`src/rtl/fir_pkg.sv`:
```
// Shared definitions for the time-multiplexed FIR multiplier scheduler:
// FSM state encoding, product tag bit positions and accumulator sizing.
package fir_pkg;

  typedef enum logic [1:0] {
    IDLE  = 2'd0,
    ISSUE = 2'd1,
    DRAIN = 2'd2,
    DONE  = 2'd3
  } state_e;

  // Bit positions inside the {last, valid} tag carried alongside each product.
  localparam int TAG_VALID = 0;
  localparam int TAG_LAST  = 1;

  // Full-precision accumulator width: product width plus growth for TAPS terms.
  function automatic int acc_width(input int width, input int taps);
    return 2 * width + $clog2(taps);
  endfunction

endpackage

```
`src/rtl/fir_coeff_bank.sv`:
```
// TAPS x WIDTH coefficient register file. Writes are accepted only while the
// scheduler is idle; reads are combinational, addressed by the tap index.
module fir_coeff_bank
  import fir_pkg::*;
#(
  parameter int WIDTH = 8,
  parameter int TAPS  = 8
) (
  input  logic                    clk,
  input  logic                    rst_n,
  input  logic                    idle,
  input  logic                    we,
  input  logic [$clog2(TAPS)-1:0] wr_addr,
  input  logic [WIDTH-1:0]        wr_data,
  input  logic [$clog2(TAPS)-1:0] rd_addr,
  output logic [WIDTH-1:0]        rd_data
);

  logic [WIDTH-1:0] coeff_q [TAPS];
  logic [WIDTH-1:0] coeff_d [TAPS];

  // Next coefficient contents: a write lands only when the scheduler is idle.
  always_comb begin
    coeff_d = coeff_q;
    if (we && idle) begin
      coeff_d[wr_addr] = wr_data;
    end
  end

  // Coefficient storage with asynchronous clear.
  // NOTE: this small register file is deliberately reset so the filter starts
  // from a known all-zero response; large RAM-style arrays normally are not.
  always_ff @(posedge clk or negedge rst_n) begin
    if (!rst_n) begin
      for (int i = 0; i < TAPS; i++) begin
        coeff_q[i] <= '0;
      end
    end else begin
      coeff_q <= coeff_d;
    end
  end

  assign rd_data = coeff_q[rd_addr];

endmodule

```
`src/rtl/fir_mult_scheduler.sv`:
```
// Direct-form FIR that shares one external pipelined multiplier across all
// taps: one coefficient x sample product is issued per cycle with a
// {last, valid} tag, returning products are accumulated, and one result is
// presented per accepted sample.
// Build option: define SAT_OUT_EN to clamp out_data to all-ones on overflow;
// otherwise out_data carries the low 2*WIDTH bits of the sum (wraps).
module fir_mult_scheduler
  import fir_pkg::*;
#(
  parameter int WIDTH = 8,
  parameter int TAPS  = 8
) (
  input  logic                    clk,
  input  logic                    rst_n,
  input  logic                    in_valid,
  output logic                    in_ready,
  input  logic [WIDTH-1:0]        in_data,
  input  logic                    coeff_we,
  input  logic [$clog2(TAPS)-1:0] coeff_addr,
  input  logic [WIDTH-1:0]        coeff_data,
  output logic [WIDTH-1:0]        mult_x,
  output logic [WIDTH-1:0]        mult_y,
  output logic [1:0]              mult_ctrl_in,
  input  logic [2*WIDTH-1:0]      mult_result,
  input  logic [1:0]              mult_ctrl_out,
  output logic                    out_valid,
  input  logic                    out_ready,
  output logic [2*WIDTH-1:0]      out_data,
  output logic                    out_ovf
);

  localparam int KW    = $clog2(TAPS);
  localparam int PW    = 2 * WIDTH;
  localparam int ACC_W = acc_width(WIDTH, TAPS);
  localparam logic [KW-1:0] K_LAST = KW'(TAPS - 1);

  state_e            state_q, state_d;
  logic [KW-1:0]     k_q, k_d;
  logic [ACC_W-1:0]  acc_q, acc_d;
  logic [WIDTH-1:0]  sample_q [TAPS];
  logic [WIDTH-1:0]  sample_d [TAPS];
  logic [PW-1:0]     out_data_q, out_data_d;
  logic              out_ovf_q, out_ovf_d;

  logic              accept;
  logic              tag_valid;
  logic              tag_last;
  logic [ACC_W-1:0]  acc_sum;
  logic              sum_ovf;
  logic [WIDTH-1:0]  coeff_rd;

  assign accept    = (state_q == IDLE) && in_valid;
  assign tag_valid = mult_ctrl_out[TAG_VALID];
  assign tag_last  = mult_ctrl_out[TAG_LAST];

  fir_coeff_bank #(
    .WIDTH (WIDTH),
    .TAPS  (TAPS)
  ) u_coeff_bank (
    .clk     (clk),
    .rst_n   (rst_n),
    .idle    (state_q == IDLE),
    .we      (coeff_we),
    .wr_addr (coeff_addr),
    .wr_data (coeff_data),
    .rd_addr (k_q),
    .rd_data (coeff_rd)
  );

  // FSM state register.
  // NOTE: clocked state uses non-blocking assignments so every flop samples
  // its pre-edge value regardless of statement order.
  always_ff @(posedge clk or negedge rst_n) begin
    if (!rst_n) begin
      state_q <= IDLE;
    end else begin
      state_q <= state_d;
    end
  end

  // FSM next-state: issue TAPS products, wait for the tagged last one, hold the result.
  // NOTE: every combinational output gets a default first so no path leaves
  // it unassigned and no latch is inferred.
  always_comb begin
    state_d = state_q;
    unique case (state_q)
      IDLE:    if (in_valid)              state_d = ISSUE;
      ISSUE:   if (k_q == K_LAST)         state_d = DRAIN;
      DRAIN:   if (tag_valid && tag_last) state_d = DONE;
      DONE:    if (out_ready)             state_d = IDLE;
      default:                            state_d = IDLE;
    endcase
  end

  // FSM outputs: handshakes and the tagged operand pair for the multiplier.
  always_comb begin
    in_ready     = (state_q == IDLE);
    out_valid    = (state_q == DONE);
    mult_x       = '0;
    mult_y       = '0;
    mult_ctrl_in = '0;
    if (state_q == ISSUE) begin
      mult_x                  = coeff_rd;
      mult_y                  = sample_q[k_q];
      mult_ctrl_in[TAG_VALID] = 1'b1;
      mult_ctrl_in[TAG_LAST]  = (k_q == K_LAST);
    end
  end

  // Datapath next-state: delay-line shift, tap counter, accumulation, result capture.
  always_comb begin
    k_d        = k_q;
    acc_d      = acc_q;
    sample_d   = sample_q;
    out_data_d = out_data_q;
    out_ovf_d  = out_ovf_q;
    acc_sum    = acc_q + ACC_W'(mult_result);
    sum_ovf    = |acc_sum[ACC_W-1:PW];

    if (accept) begin
      sample_d[0] = in_data;
      for (int i = 1; i < TAPS; i++) begin
        sample_d[i] = sample_q[i-1];
      end
      k_d   = '0;
      acc_d = '0;
    end

    if (state_q == ISSUE) begin
      k_d = k_q + KW'(1);
    end

    // Only tagged-valid products count; the tagged-last one closes the sum.
    if ((state_q == ISSUE || state_q == DRAIN) && tag_valid) begin
      acc_d = acc_sum;
      if (tag_last) begin
        out_ovf_d = sum_ovf;
`ifdef SAT_OUT_EN
        out_data_d = sum_ovf ? {PW{1'b1}} : acc_sum[PW-1:0];
`else
        out_data_d = acc_sum[PW-1:0];
`endif
      end
    end
  end

  // Datapath registers, all cleared by reset (including the delay line).
  always_ff @(posedge clk or negedge rst_n) begin
    if (!rst_n) begin
      k_q        <= '0;
      acc_q      <= '0;
      out_data_q <= '0;
      out_ovf_q  <= 1'b0;
      for (int i = 0; i < TAPS; i++) begin
        sample_q[i] <= '0;
      end
    end else begin
      k_q        <= k_d;
      acc_q      <= acc_d;
      out_data_q <= out_data_d;
      out_ovf_q  <= out_ovf_d;
      sample_q   <= sample_d;
    end
  end

  assign out_data = out_data_q;
  assign out_ovf  = out_ovf_q;

endmodule
```
`config.mk`:
```
export PLATFORM = sky130hd
export DESIGN_NAME = fir_mult_scheduler
export DESIGN_NICKNAME = d
export VERILOG_FILES = /design/src/rtl/fir_pkg.sv /design/src/rtl/fir_coeff_bank.sv /design/src/rtl/fir_mult_scheduler.sv
export SDC_FILE = /design/constraint.sdc
export NUM_CORES = 1
export LEC_CHECK = 0
export CELL_PAD_IN_SITES_DETAIL_PLACEMENT = 0
export CELL_PAD_IN_SITES_GLOBAL_PLACEMENT = 1
export CORE_ASPECT_RATIO = 1.5
export CORE_MARGIN = 2
export CORE_UTILIZATION = 50
export DETAILED_ROUTE_END_ITERATION = 8
export DONT_BUFFER_PORTS = 1
export GPL_TIMING_DRIVEN = 0
export PLACE_DENSITY = 0.74
export SETUP_SLACK_MARGIN = 0.02
export SLEW_MARGIN = 20
export SYNTH_ARGS = -nofsm -noshare
export SYNTH_HDL_FRONTEND = slang
export SYNTH_SLANG_ARGS = --single-unit
```
`constraint.sdc`:
```
create_clock -name clk -period 5 [get_ports clk]
set_input_delay 0.75 -clock clk [delete_from_list [all_inputs] [get_ports clk]]
set_output_delay 0.75 -clock clk [all_outputs]
set_load 0.01 [all_outputs]
```
== After elaboration in Yosys (flattened, before gate mapping) ==
Cells that the tools add are included.
Storage, ports and cells
  input bits: 42
  register bits after elaboration: 169
  logic and storage cells: 69
  output and inout bits: 37
Operators by class
  add/sub/neg operators: 2
  $lt $le $gt $ge: 3
  bitwise logic cells: 2
  mux-type cells: 21
  reduce and logical (&&, ||, !) cells: 12
  equal/unequal tests: 8
Operators with widths (count)
  64-bit bitwise mux: 1
  8-bit two-way mux: 7
  8-bit binary-select mux with 3-bit select: 2
  19-bit two-way mux: 2
  8-bit demux with 3-bit select: 1
  19-bit by 16-bit adder with 19-bit output: 1
  2-bit two-way mux: 5
  4-bit >= comparator (second input constant): 2
  3-bit inverter with 4-bit output: 2
  2-bit one-hot mux with 4 select lines: 1
  3-bit two-way mux: 2
  1-bit logical AND: 5
  2-bit == test (second input constant): 2
  4-bit by 1-bit less-than comparator with 1-bit output (second input constant): 1
  2-bit by 1-bit != test with 1-bit output (second input constant): 2
  2-bit != test (second input constant): 2
  4-bit AND reduction: 1
  2-bit nonzero test: 2
  3-bit by 1-bit adder with 3-bit output (second input constant): 1
  3-bit == test (second input constant): 1
  3-bit OR reduction: 1
  2-bit by 1-bit == test with 1-bit output (second input constant): 1
  2-bit logical NOT: 1
  2-bit AND reduction: 1
  1-bit logical OR: 1

== Logic depth before layout (Yosys ltp) ==
  word-level depth: 6
  mapped depth: 9
  depth with buffers taken out: 9

== By module ==
Synthesis repeated with hierarchy kept, for this count alone.
Second synthesis, totals
  cells, all modules: 608
  area, all modules: 8316.7 um^2
By module, submodules not included
  fir_mult_scheduler: sequential area each 2627.5 um^2, times used 1, cells each 436, area each 5336.4 um^2
  fir_coeff_bank: sequential area each 1601.5 um^2, times used 1, cells each 172, area each 2980.4 um^2

== Least setup slack after synthesis ==
No wires, ideal clock.
  kind: input to register
  from: input mult_result[0]
  to: register out_ovf_q, in the netlist out_ovf
  library setup time: 0.126 ns
  required time: 4.874 ns
  buffers on the path: 0
  path slack: 2.313 ns
  stages on the path: 9
  arrival time: 2.561 ns
  path through: ha_1 fa_1 a211oi_2 nor2_2 o21ai_2 o21ai_1 nor3_1 a211oi_1 o32a_1
Between the ends
  word-level cells in the longest chain between the ends: 2
RTL lines
  start, declared: line fir_mult_scheduler.sv:24  | input logic [2*WIDTH-1:0] mult_result,
  19-bit by 16-bit adder with 19-bit output: line fir_mult_scheduler.sv:117  | acc_sum = acc_q + ACC_W'(mult_result);
  3-bit OR reduction: line fir_mult_scheduler.sv:118  | sum_ovf = |acc_sum[ACC_W-1:PW];
  end signal, assigned: line fir_mult_scheduler.sv:161  | out_ovf_q <= out_ovf_d;
  end, declared: line fir_mult_scheduler.sv:43  | logic out_ovf_q, out_ovf_d;
Every way passes these cells.
A chain may end at the register's enable or synchronous reset.

== Worst setup path after layout ==
  from: register k_q[2]
  to: output mult_y[6]
Between the ends
  word-level cells in the longest chain between the ends: 5
RTL lines
  start, declared: line fir_mult_scheduler.sv:38  | logic [KW-1:0] k_q, k_d;
  start signal, assigned: line fir_mult_scheduler.sv:158  | k_q <= k_d;
  3-bit inverter with 4-bit output (implied by the code): line fir_mult_scheduler.sv:104  | mult_y = sample_q[k_q];
  8-bit binary-select mux with 3-bit select: line fir_mult_scheduler.sv:104
  8-bit two-way mux (implied by the code) (2 in series): line fir_mult_scheduler.sv:104
  8-bit two-way mux: line fir_mult_scheduler.sv:102  | if (state_q == ISSUE) begin
  end, declared: line fir_mult_scheduler.sv:22  | output logic [WIDTH-1:0] mult_y,
Every way passes these cells. The select of a mux whose other input is x is not followed.

==> reports/results.env <==
OUTCOME='completed'
FP-ROW-COUNT=57
SETUP_VIOL_COUNT_FINAL=0
CTS_POST_SETUP_BUFFERS_INSERTED=0
SYNTH_EDF_COUNT=0
AGGREGATE_ROUTED_WIRE_LENGTH_MM=18.4
MAXCAPVIOLATIONS=0
POWER_FRAC_SEQ_PCT=39.5
POST_SYNTH_MAIN_AREA_CONTRIBUTORS='sky130_fd_sc_hd__dfrtp_1 (51%), sky130_fd_sc_hd__mux2_2 (17%), sky130_fd_sc_hd__mux4_2 (8.7%), sky130_fd_sc_hd__ha_1 (3.3%), sky130_fd_sc_hd__nand2_1 (2.1%)'
FINAL_CORE_UTIL_PCT=56.1
TIMING.CRITICAL_PATH.REQUIRED_NS=4.25
TOTAL_VIA_COUNT_AFTER_DETAILED_ROUTING=5101
CTS_TREE='built'
POST_LAYOUT_NONFILLER_INSTANCES=867
CRIT_PATH_START_KIND='flip-flop'
GRT_ANTENNA_BEFORE_REPAIR=0
PLACE_WORST_SETUP_SLACK_NS=1.99
CORE_REGION_AREA_MM2=0.0162
GRT_USAGE_PCT=22.8
RELSLEWSLACK_PCT=33.1
LAYOUT_WORST_PATH_CYCLE_SHARE_PCT=67.2
PLACED_AREA_MM2=0.00850
CLOCK_SINKS=169
SYNTHMOSTINSTANTIATEDCELL='sky130_fd_sc_hd__dfrtp_1'
GRT_PASS1_VIAS=5672
WORST_EP_ARRIVAL_TIME_NS=2.61
DRIVE_GT1_SHARE_PCT=31.2
WORST-PATH-MAX-FANOUT=10
MAXUSEDROUTINGLAYER='met4'
DRC=0
YOSYS_MOST_USED_DFF='sky130_fd_sc_hd__dfrtp_1'
YOSYS.CELL_TYPES.COUNT=51
P_SW_mW=2.17
SYNTH.NET_COUNT=693
CLK_LATENCY_NS=0.42
FIRST_PASS_ITERS=5
GRT_SETUP_UNREPAIRED='false'
TIMING.CLOCK.SKEW_NS=0.00769
MET2_WIRELENGTH_MM=10.0
GRT_FIRST_PASS_WIRELENGTH_MM=30.0
CLK_PIN_SLEW_NS=0.06
PLACED_CELLS_INCL_TAPS=834
SYN-MEAN-INSTANCE-AREA_UM2=13.1
TIGHTESTPINTRANSITION_NS=1.00
FINALCRITICALPERIOD_NS=3.36
NUMCTSBUFFERS=17
DIEHEIGHT_UM=161
DP_HPWL_MM=12.7
ROUTE.LAYER.MET1.WL_MM=7.05
GRT_START_MAX_NET_PINS=170
CTS-HTREE-LEVELS=4
WL_MET3_UM=972
MAX_CLOCK_FREQ_MHz=297
SYNTHDOMINANTAREACELLTYPE='sky130_fd_sc_hd__dfrtp_1'
WORST_SETUP_PATH_END_KIND='primary output'
CLK_PATH_BUF_DEPTH=2
POST-SYNTH-TOP-AREA-FRACTION_PCT=51.3
P_SW_SHARE_PCT=34.9
HOLD_CLASS='primary input to async pin'
DESIGN.DIE.AREA_MM2=0.0176
MAPPEDNETLISTAREA_MM2=0.00825
CELLPOWERDENSITY_mW_PER_MM2=684
INTPOWER_mW=4.04
AREA_GROWTH_SYN_TO_LAYOUT_PCT=10.2
GRT_OVERFLOW_TOTAL=0
GPL.FINAL_WEIGHTED_CONGESTION=0.871
SYNTH.TOP_CELLS.BY_COUNT='sky130_fd_sc_hd__dfrtp_1 (169), sky130_fd_sc_hd__mux2_2 (127), sky130_fd_sc_hd__nand2_1 (47)'
DIE_W_UM=109
CLOCK_POWER_SHARE_PCT=20.7
IO_PINS=79
SYNTHARSTFLOPSHARE_PCT=100
SETUP_TNS_NS=0
SYNTH-SEQ-AREA-SHARE_PCT=51.3
DIODES=0
INITIAL_UTILIZATION_PCT=50.9
DR.FIRST_ITER.DRC_COUNT=239
DESIGN.FINAL.NETS=713
FINAL_AREA_MM2=0.00909
STATIC-LEAKAGE-POWER_nW=3.95
VIAS_PER_CELL=5.88
COMBPWRFRAC_PCT=39.9
YOSYS_WARNINGS=0
SETUP_SLACK_NS=1.64
HOLD_VIOLATIONS=0
ANT_NETS=0
AVGROUTEDWIREPERCELL_UM=21.2
VDD_DROP_MAX_uV=302
FINAL_MAX_SLEW_VIOL_COUNT=0
PLACE.PORT_BUFFERS=0
ROOT_BUFFER_CELL='sky130_fd_sc_hd__clkbuf_16'
SYNTHESIS.INSTANCES=628
SETUP.WORST_PATH.CLASS='flip-flop to primary output'
SYNTH.FF_LATCH_COUNT=169
CTS_RESIZED=0
## final timing paths
path,cells past startpoint,start,slack (ns),to
setup / recovery,4,k_q[2]$_DFFE_PN0P_,1.64,mult_y[6]
hold / removal,0,rst_n,0.03,sample_q[59]$_DFFE_PN0P_
setup reg to reg,8,state_q[0]$_DFFE_PN0P_,2.17,acc_q[4]$_DFFE_PN0P_
hold reg to reg,2,acc_q[7]$_DFFE_PN0P_,0.49,acc_q[7]$_DFFE_PN0P_
max in group asynchronous,1,rst_n,4.35,sample_q[51]$_DFFE_PN0P_
min in group clk,1,coeff_data[6],0.46,u_coeff_bank.coeff_q[54]$_DFFE_PN0P_
## power by group through the flow
stage               sequential [mW]  combinational, mW  clock (mW)
finish                         2.45               2.48        1.28
CTS                            2.46               2.52        1.31
detailed placement             2.48               2.51           0
global route                   2.54               2.75        1.37
floorplan                      2.33               2.01           0
global placement               2.42               2.43           0
## final cells by class
type | count | area (um^2)
inverters | 11 | 41.3
clock buffers | 21 | 450
fillers | 1364 | 7100
plain buffers | 32 | 134
multi-input cells | 416 | 3840
well taps | 206 | 258
repair buffers | 1 | 10.0
flip-flops and latches | 169 | 4230
clock inverters | 11 | 123
## critical path: stages, from the launching register on
cell and delay (ns):
sky130_fd_sc_hd__dfrtp_1 0.35, sky130_fd_sc_hd__clkbuf_1 0.55, sky130_fd_sc_hd__clkbuf_1 0.77, sky130_fd_sc_hd__mux2i_1 0.25, sky130_fd_sc_hd__nor2_1 0.27
## routing by layer
layer / vias up / global-route usage (%)
met1: 2632 / 25.8
met5: - / 0
met3: 21 / 6.94
li1: 2332 / -
met4: 0 / 7.75
met2: 116 / 40.3
## cell families after synthesis
logic type / Yosys count / synth area share [%]
muxes: 178 / 28.4
DFF: 169 / 51.3
and+or+nand+nor: 106 / 5.61
AOI/OAI and AO/OA: 94 / 7.36
buffers and inverters: 43 / 2.12
adders and majority gates: 23 / 3.58
xor gates and xnor gates: 15 / 1.59
## registers in the layout, summed over array words and instances, names as in the netlist
name	flops
out_data	16
k_q	3
sample_q	64
acc_q	19
state_q	2
u_coeff_bank.coeff_q	64
out_ovf	1
## layout by cell type (no fill, tap or decap), types with 3 or more instances in the layout
| cell | synthesis | routed |
|---|---|---|
| sky130_fd_sc_hd__dfrtp_1 | 169 | 169 |
| sky130_fd_sc_hd__mux2_2 | 127 | 127 |
| sky130_fd_sc_hd__nand2_1 | 47 | 47 |
| sky130_fd_sc_hd__mux4_2 | 32 | 32 |
| sky130_fd_sc_hd__nor2_1 | 32 | 32 |
| sky130_fd_sc_hd__o21ai_0 | 28 | 28 |
| sky130_fd_sc_hd__clkbuf_1 | 23 | 26 |
| sky130_fd_sc_hd__ha_1 | 22 | 22 |
| sky130_fd_sc_hd__clkbuf_16 | 0 | 17 |
| sky130_fd_sc_hd__mux2i_1 | 16 | 16 |
| sky130_fd_sc_hd__a21oi_1 | 15 | 15 |
| sky130_fd_sc_hd__o21ai_1 | 13 | 13 |
| sky130_fd_sc_hd__inv_1 | 10 | 10 |
| sky130_fd_sc_hd__buf_2 | 8 | 8 |
| sky130_fd_sc_hd__xnor2_1 | 8 | 8 |
| sky130_fd_sc_hd__xor2_1 | 7 | 7 |
| sky130_fd_sc_hd__a211oi_1 | 6 | 6 |
| sky130_fd_sc_hd__a21o_1 | 6 | 6 |
| sky130_fd_sc_hd__nand4_1 | 4 | 4 |
| sky130_fd_sc_hd__nand3_1 | 4 | 4 |
| sky130_fd_sc_hd__clkinvlp_4 | 0 | 4 |
| sky130_fd_sc_hd__nand2b_1 | 3 | 3 |
| sky130_fd_sc_hd__o21bai_1 | 3 | 3 |
| sky130_fd_sc_hd__a31oi_1 | 3 | 3 |
| sky130_fd_sc_hd__or3_1 | 3 | 3 |
| sky130_fd_sc_hd__mux2_1 | 3 | 3 |
| sky130_fd_sc_hd__nor3_1 | 3 | 3 |
| sky130_fd_sc_hd__clkinv_2 | 0 | 3 |
## metrics by stage
step	power, mW	hold slack [ns]
6_report	6.21	0.0257
5_1_grt	6.66	0.00254
4_1_cts	6.28	0.00688
3_5_place_dp	4.98	0.461
3_3_place_gp	4.84	0.461
2_1_floorplan	4.34	0.454
## what timing repair did
item	4_1_cts	5_1_grt
hold buffers	0	1
hold endpoints to repair	0	1
endpoints found under the setup margin	0	0
No activity file was read; power rests on OpenSTA's default activity.
